**config.mk**
```make
export PLATFORM = sky130hd
export DESIGN_NAME = burst_sequencer
export DESIGN_NICKNAME = d
export VERILOG_FILES = /design/src/rtl/burst_sequencer_pkg.sv /design/src/rtl/burst_sequencer.sv
export SDC_FILE = /design/constraint.sdc
export NUM_CORES = 1
export LEC_CHECK = 0
export ABC_AREA = 1
export CAP_MARGIN = 20
export CORE_MARGIN = 4
export CORE_UTILIZATION = 35
export DETAILED_ROUTE_END_ITERATION = 6
export DONT_BUFFER_PORTS = 1
export PLACE_DENSITY_LB_ADDON = 0.15
export SKIP_LAST_GASP = 1
export SLEW_MARGIN = 20
export SYNTH_ARGS = -nofsm -noshare
export SYNTH_HDL_FRONTEND = slang
export SYNTH_SLANG_ARGS = --single-unit
```
**constraint.sdc**
```tcl
create_clock -name clk -period 5.4 [get_ports clk]
set_input_delay 0 -clock clk [delete_from_list [all_inputs] [get_ports clk]]
set_output_delay 0 -clock clk [all_outputs]
set_load 0.02 [all_outputs]
```
**src/rtl/burst_sequencer_pkg.sv**
```systemverilog
`default_nettype none
// ============================================================================
//  Module      : burst_sequencer_pkg
//  Description : Shared acquisition constants and state encoding for the
//                burst sequencer.
//  Revision    : 1.0 - initial release
// ============================================================================
package burst_sequencer_pkg;

    localparam int c_CNT_WIDTH = 16;

    localparam logic [1:0] c_ST_IDLE      = 2'd0;
    localparam logic [1:0] c_ST_TRIG      = 2'd1;
    localparam logic [1:0] c_ST_WAIT_LAST = 2'd2;
    localparam logic [1:0] c_ST_GAP       = 2'd3;

    typedef enum logic [1:0] {
        ST_IDLE      = c_ST_IDLE,
        ST_TRIG      = c_ST_TRIG,
        ST_WAIT_LAST = c_ST_WAIT_LAST,
        ST_GAP       = c_ST_GAP
    } state_t;

endpackage
`default_nettype wire

```
**src/rtl/burst_sequencer.sv**
```systemverilog
`default_nettype none
// ============================================================================
//  Module      : burst_sequencer
//  Description : Re-triggers the gated stream controller for a programmed
//                number of bursts, with a programmable gap between bursts.
//  Revision    : 1.0 - initial release
// ============================================================================
module burst_sequencer
    import burst_sequencer_pkg::*;
#(
    parameter int CNT_WIDTH = c_CNT_WIDTH
) (
    input  logic                 clk,
    input  logic                 resetn,
    input  logic                 start,
    input  logic                 abort,
    input  logic [31:0]          cfg_samples,
    input  logic [CNT_WIDTH-1:0] cfg_bursts,
    input  logic [31:0]          cfg_gap,
    input  logic                 mon_tvalid,
    input  logic                 mon_tready,
    input  logic                 mon_tlast,
    output logic [31:0]          samples,
    output logic                 trig,
    output logic                 busy,
    output logic [CNT_WIDTH-1:0] burst_idx,
    output logic                 done,
    output logic                 aborted
);

    state_t               r_state;
    state_t               w_state_nxt;
    logic [31:0]          r_samples;
    logic [31:0]          r_gap;
    logic [31:0]          r_gap_cnt;
    logic [CNT_WIDTH-1:0] r_bursts;
    logic [CNT_WIDTH-1:0] r_burst_idx;
    logic [CNT_WIDTH-1:0] w_idx_next;
    logic                 r_trig;
    logic                 r_busy;
    logic                 r_done;
    logic                 r_aborted;
    logic                 w_handshake;
    logic                 w_load_cfg;
    logic                 w_idx_inc;
    logic                 w_gap_load;
    logic                 w_gap_dec;
    logic                 w_done_nxt;
    logic                 w_aborted_nxt;

    assign w_handshake = mon_tvalid & mon_tready & mon_tlast;
    assign w_idx_next  = r_burst_idx + CNT_WIDTH'(1);

    always_ff @(posedge clk or negedge resetn) begin
        if (!resetn) begin
            r_state <= ST_IDLE;
        end else begin
            r_state <= w_state_nxt;
        end
    end

    always_comb begin
        w_state_nxt   = r_state;
        w_load_cfg    = 1'b0;
        w_idx_inc     = 1'b0;
        w_gap_load    = 1'b0;
        w_gap_dec     = 1'b0;
        w_done_nxt    = 1'b0;
        w_aborted_nxt = 1'b0;
        // Abort wins over everything else, including a same-cycle tlast.
        if (r_state != ST_IDLE && abort) begin
            w_state_nxt   = ST_IDLE;
            w_aborted_nxt = 1'b1;
        end else begin
            case (r_state)
                ST_IDLE: begin
                    if (start) begin
                        w_load_cfg = 1'b1;
                        if (cfg_samples == 32'd0 || cfg_bursts == '0) begin
                            w_done_nxt = 1'b1;
                        end else begin
                            w_state_nxt = ST_TRIG;
                        end
                    end
                end
                ST_TRIG: begin
                    w_state_nxt = ST_WAIT_LAST;
                end
                ST_WAIT_LAST: begin
                    if (w_handshake) begin
                        w_idx_inc = 1'b1;
                        if (w_idx_next == r_bursts) begin
                            w_done_nxt  = 1'b1;
                            w_state_nxt = ST_IDLE;
                        end else if (r_gap == 32'd0) begin
                            w_state_nxt = ST_TRIG;
                        end else begin
                            w_gap_load  = 1'b1;
                            w_state_nxt = ST_GAP;
                        end
                    end
                end
                ST_GAP: begin
                    if (r_gap_cnt == 32'd1) begin
                        w_state_nxt = ST_TRIG;
                    end else begin
                        w_gap_dec = 1'b1;
                    end
                end
                default: begin
                    w_state_nxt = ST_IDLE;
                end
            endcase
        end
    end

    // samples is only rewritten on an accepted start so an aborted
    // controller burst still sees a stable length.
    always_ff @(posedge clk or negedge resetn) begin
        if (!resetn) begin
            r_samples   <= 32'd0;
            r_bursts    <= '0;
            r_gap       <= 32'd0;
            r_gap_cnt   <= 32'd0;
            r_burst_idx <= '0;
            r_trig      <= 1'b0;
            r_busy      <= 1'b0;
            r_done      <= 1'b0;
            r_aborted   <= 1'b0;
        end else begin
            if (w_load_cfg) begin
                r_samples   <= cfg_samples;
                r_bursts    <= cfg_bursts;
                r_gap       <= cfg_gap;
                r_burst_idx <= '0;
            end else if (w_idx_inc) begin
                r_burst_idx <= w_idx_next;
            end
            if (w_gap_load) begin
                r_gap_cnt <= r_gap;
            end else if (w_gap_dec) begin
                r_gap_cnt <= r_gap_cnt - 32'd1;
            end
            r_trig    <= (w_state_nxt == ST_TRIG);
            r_busy    <= (w_state_nxt != ST_IDLE);
            r_done    <= w_done_nxt;
            r_aborted <= w_aborted_nxt;
        end
    end

    assign samples   = r_samples;
    assign trig      = r_trig;
    assign busy      = r_busy;
    assign burst_idx = r_burst_idx;
    assign done      = r_done;
    assign aborted   = r_aborted;

endmodule
`default_nettype wire

```
==> impl_metrics.py <==
metrics = {
    "routing": {
        "drc": 0,
        "route.met3.wl_um": 968,
        "top_layer": "met4",
        "post_drt_wl_per_cell_um": 16.24,
        "drt-total-wl_um": 18570,
        "drtAntennaViolNets": 0,
        "wl_met2_um": 9297,
        "vias": 5626,
        "drtIter0Drc": 266,
        "via_per_inst": 4.922,
        "detail_route.first_pass.iterations": 5,
        "wl_met1_um": 8107,
    },
    "global_route": {
        "grt_overflow": 0,
        "grt_pass1_vias": 5961,
        "grt_util_all_layers_pct": 17.33,
        "grt_pass1_wl_um": 30630,
        "grt_max_degree": 135,
        "antenna_found_initial": 0,
    },
    "synthesis": {
        "ys_async_sr_fraction_pct": 100.0,
        "synth_seq_area_share_pct": 48.65,
        "synth_flop_cell": "dfrtp_1",
        "synth_largest_area_cell": "dfrtp_1",
        "synth-seq-cells": 134,
        "avgSynthCellArea_sq_um": 8.837,
        "synth_cell_type_count": 34,
        "synthesis.area_sq_mm": 0.006893,
        "synth_area_leaders": "dfrtp_1 (49%), mux2_2 (11%), nand2_1 (11%)",
        "yosys_warnings": 0,
        "synth_edf_count": 0,
        "syn_nets": 870,
        "synthCells": 780,
        "synth_top_area_share_pct": 48.65,
    },
    "pwr": {
        "powerDensity_mw_per_mm2": 499.1,
        "power.switching_uw": 1624,
        "p_sw_share_pct": 37.97,
        "power.clock.fraction_pct": 26.0,
        "combPwrFrac_pct": 27.4,
        "p_seq_share_pct": 46.6,
        "p_leak_uw": 0.003837,
        "p_int_uw": 2654,
        "power_uw": 4278,
        "ir_drop_mv": 0.2540,
    },
    "setup_path": {
        "crit_slowest_cell": "dfrtp_1",
        "crit_path_end_kind": "register",
        "worstSetupPathType": "register to register",
        "cp_cell_sequence": "ha_1, nand2_2, nor2_4, nand3_1, nand2_1, nand2_1, nand2_1, nand2_1, nor2_1, nand2_1, nor2_2, nand2_2, nand3_4, nand2_2, inv_2, nand2_1, nand3_1",
        "crit_path_max_incr_delay_ns": 0.52,
        "r2r_setup_slack_ns": 2.64,
        "start_kind": "register",
        "crit_buf_inv": 1,
        "path_delay_family": "simple AND/OR/NAND/NOR gates",
        "path_max_fanout": 30,
        "critPathArrivalTime_ns": 3.11,
        "worst_path_most_repeated_cell": "nand2_1",
        "worstPathRequired_ns": 5.74,
    },
    "layout": {
        "area_growth_syn_to_layout_pct": 24.36,
        "fin_nets": 954,
        "fillers": 1917,
        "layout-drive-gt1-share_pct": 14.48,
    },
    "timing": {
        "hold_ws_ns": 0.02277,
        "fin_crit_sh_pct": 51.18,
        "setup_violations": 0,
        "drv_slew": 0,
        "rsz0062_at_grt": "false",
        "period_needed_ns": 2.763,
        "fin_skew_ns": 0.01298,
        "fmax_ghz": 0.3619,
        "hold_viol": 0,
        "slew_headroom_pct": 35.09,
        "worst_slack_ns": 2.637,
        "tns_ns": 0,
        "worstMarginPinSlew_ns": 0.9725,
    },
    "clock_network": {
        "cts_buffer_depth": 2,
        "clk_pin_slew_worst_paths_ns": 0.06,
        "cts.root.buffer_cell": "clkbuf_16",
        "htree_levels": 4,
        "cts.sinks": 134,
        "clkLatencyLatePin_ns": 0.42,
        "cts_buffers": 17,
        "cts_tree": "yes",
    },
    "run": {
        "maxCapViolCount": 0,
    },
    "die": {
        "start_util_pct": 35.53,
        "row_count": 51,
        "core_sq_mm": 0.01940,
        "die_area_sq_mm": 0.02200,
        "dieHeight_um": 148.3,
        "io_pins": 139,
        "die_x_um": 148.3,
    },
    "placement": {
        "place_hpwl_um": 13030,
        "place.gp.congestion": 0.8211,
        "place_ws_ns": 2.647,
        "io_buffers": 0,
    },
    "run_status": {
        "outcome": "completed",
    },
    "worst_hold_path": {
        "hold_path_class": "primary input to register",
    },
}
## placed cells by master (no fill, tap or decap), types with 2 or more instances in the layout
cell type      netlist  layout
and2_1               2       2
nor2_4               3       3
nor2_1              70      70
dlygate4sd3_1        0      84
nand3b_1             7       7
nor3_1              10      10
clkbuf_16            0      17
xnor3_1              2       2
nand3_1             67      67
o22ai_1              6       6
a21oi_1             13      13
nor4_1              20      20
xnor2_1              8       8
inv_6                0       3
inv_2                2       2
inv_1               59      59
or2_2                6       6
clkinvlp_4           0       3
nand2_1            201     200
clkinv_4             0       4
dfrtp_1            134     134
o31ai_1              2       2
o21ai_0             25      25
nand2_2              5       5
xor2_1              19      19
nor2_2               8       8
nand4_1             14      14
ha_1                 3       3
mux2_2              67      67
clkinv_2             0       2
## path summary, 6_finish.rpt
path                               from            end  cells past startpoint
min in group asynchronous        resetn       r_gap[7]                      2
setup / recovery           burst_idx[1]  r_gap_cnt[18]                     17
setup reg to reg           burst_idx[1]  r_gap_cnt[18]                     17
hold / removal                mon_tlast           trig                      6
max in group asynchronous        resetn   r_gap_cnt[8]                      2
hold reg to reg            r_gap_cnt[1]   r_gap_cnt[1]                      2
## sequential cells by signal, summed over array words and instances, names as in the netlist
name,cells
r_bursts,16
trig,1
r_gap,32
aborted,1
burst_idx,16
samples,32
busy,1
r_gap_cnt,32
done,1
r_state,2
## per-layer routing
metal | global-route usage, % | vias to the layer above
met5 | 0 | -
li1 | - | 2746
met3 | 5.180 | 13
met1 | 21.55 | 2740
met2 | 29.62 | 127
met4 | 4.434 | 0
## cell type report
class / instances / area [sq um] / area share [%]
multi-input cells: 563 / 3209 / 37.44
inverters: 62 / 232.7 / 2.715
clock buffers: 19 / 442.9 / 5.167
diodes: 1 / 2.502 / 0.02919
clock inverters: 13 / 123.9 / 1.445
repair buffers: 86 / 875.8 / 10.22
flip-flops and latches: 134 / 3353 / 39.12
well taps: 265 / 331.6 / 3.868
## logic make-up after synthesis
logic type | share of synthesized area [%]
mux | 10.95
compound gates | 3.703
xor+xnor | 4.320
flops | 48.65
fa+ha+maj | 0.5446
buf+inv | 4.901
simple gates | 26.94
## worst reg2reg max path, delay by kind of cell, from the launching register on
kind                     cells  cell delay, ns
adder cells (fa/ha/maj)      1            0.26
flip-flops                   1            0.52
buffers and inverters        1            0.40
AND/OR/NAND/NOR             15            1.49
## cells in the mapped netlist (8+ instances only)
| cell | number |
|---|---|
| nor3_1 | 10 |
| nand2_1 | 201 |
| o21ai_0 | 25 |
| mux2_2 | 67 |
| inv_1 | 59 |
| dfrtp_1 | 134 |
| nor4_1 | 20 |
| xor2_1 | 19 |
| a21oi_1 | 13 |
| nand4_1 | 14 |
| nor2_1 | 70 |
| nor2_2 | 8 |
| xnor2_1 | 8 |
| clkbuf_1 | 8 |
| nand3_1 | 67 |
## metrics by stage
stage | util (%) | std cells | area (sq um)
after floorplan | - | 780 | 6893
after global placement | 36.78 | 1025 | 7134
after detailed placement | 36.78 | 1025 | 7134
after CTS | 44.18 | 1142 | 8569
after global routing | 44.18 | 1142 | 8569
final | 44.19 | 1143 | 8572
## power groups by stage
stage	clock (uW)	combinational, uW	sequential (uW)
2_1_floorplan	0	935	1860
3_3_place_gp	0	1080	2000
3_5_place_dp	0	1110	2010
4_1_cts	1140	1190	2000
5_1_grt	1190	1340	2060
6_report	1110	1170	1990
## repair_timing
action / CTS / global route
setup endpoints to repair: 0 / 0
hold buffers: 85 / 0
resized for setup: 0 / 0
setup buffers: 0 / 0
endpoints found under the hold margin: 223 / 0
Note: power is estimated with default switching activity, not from simulation.
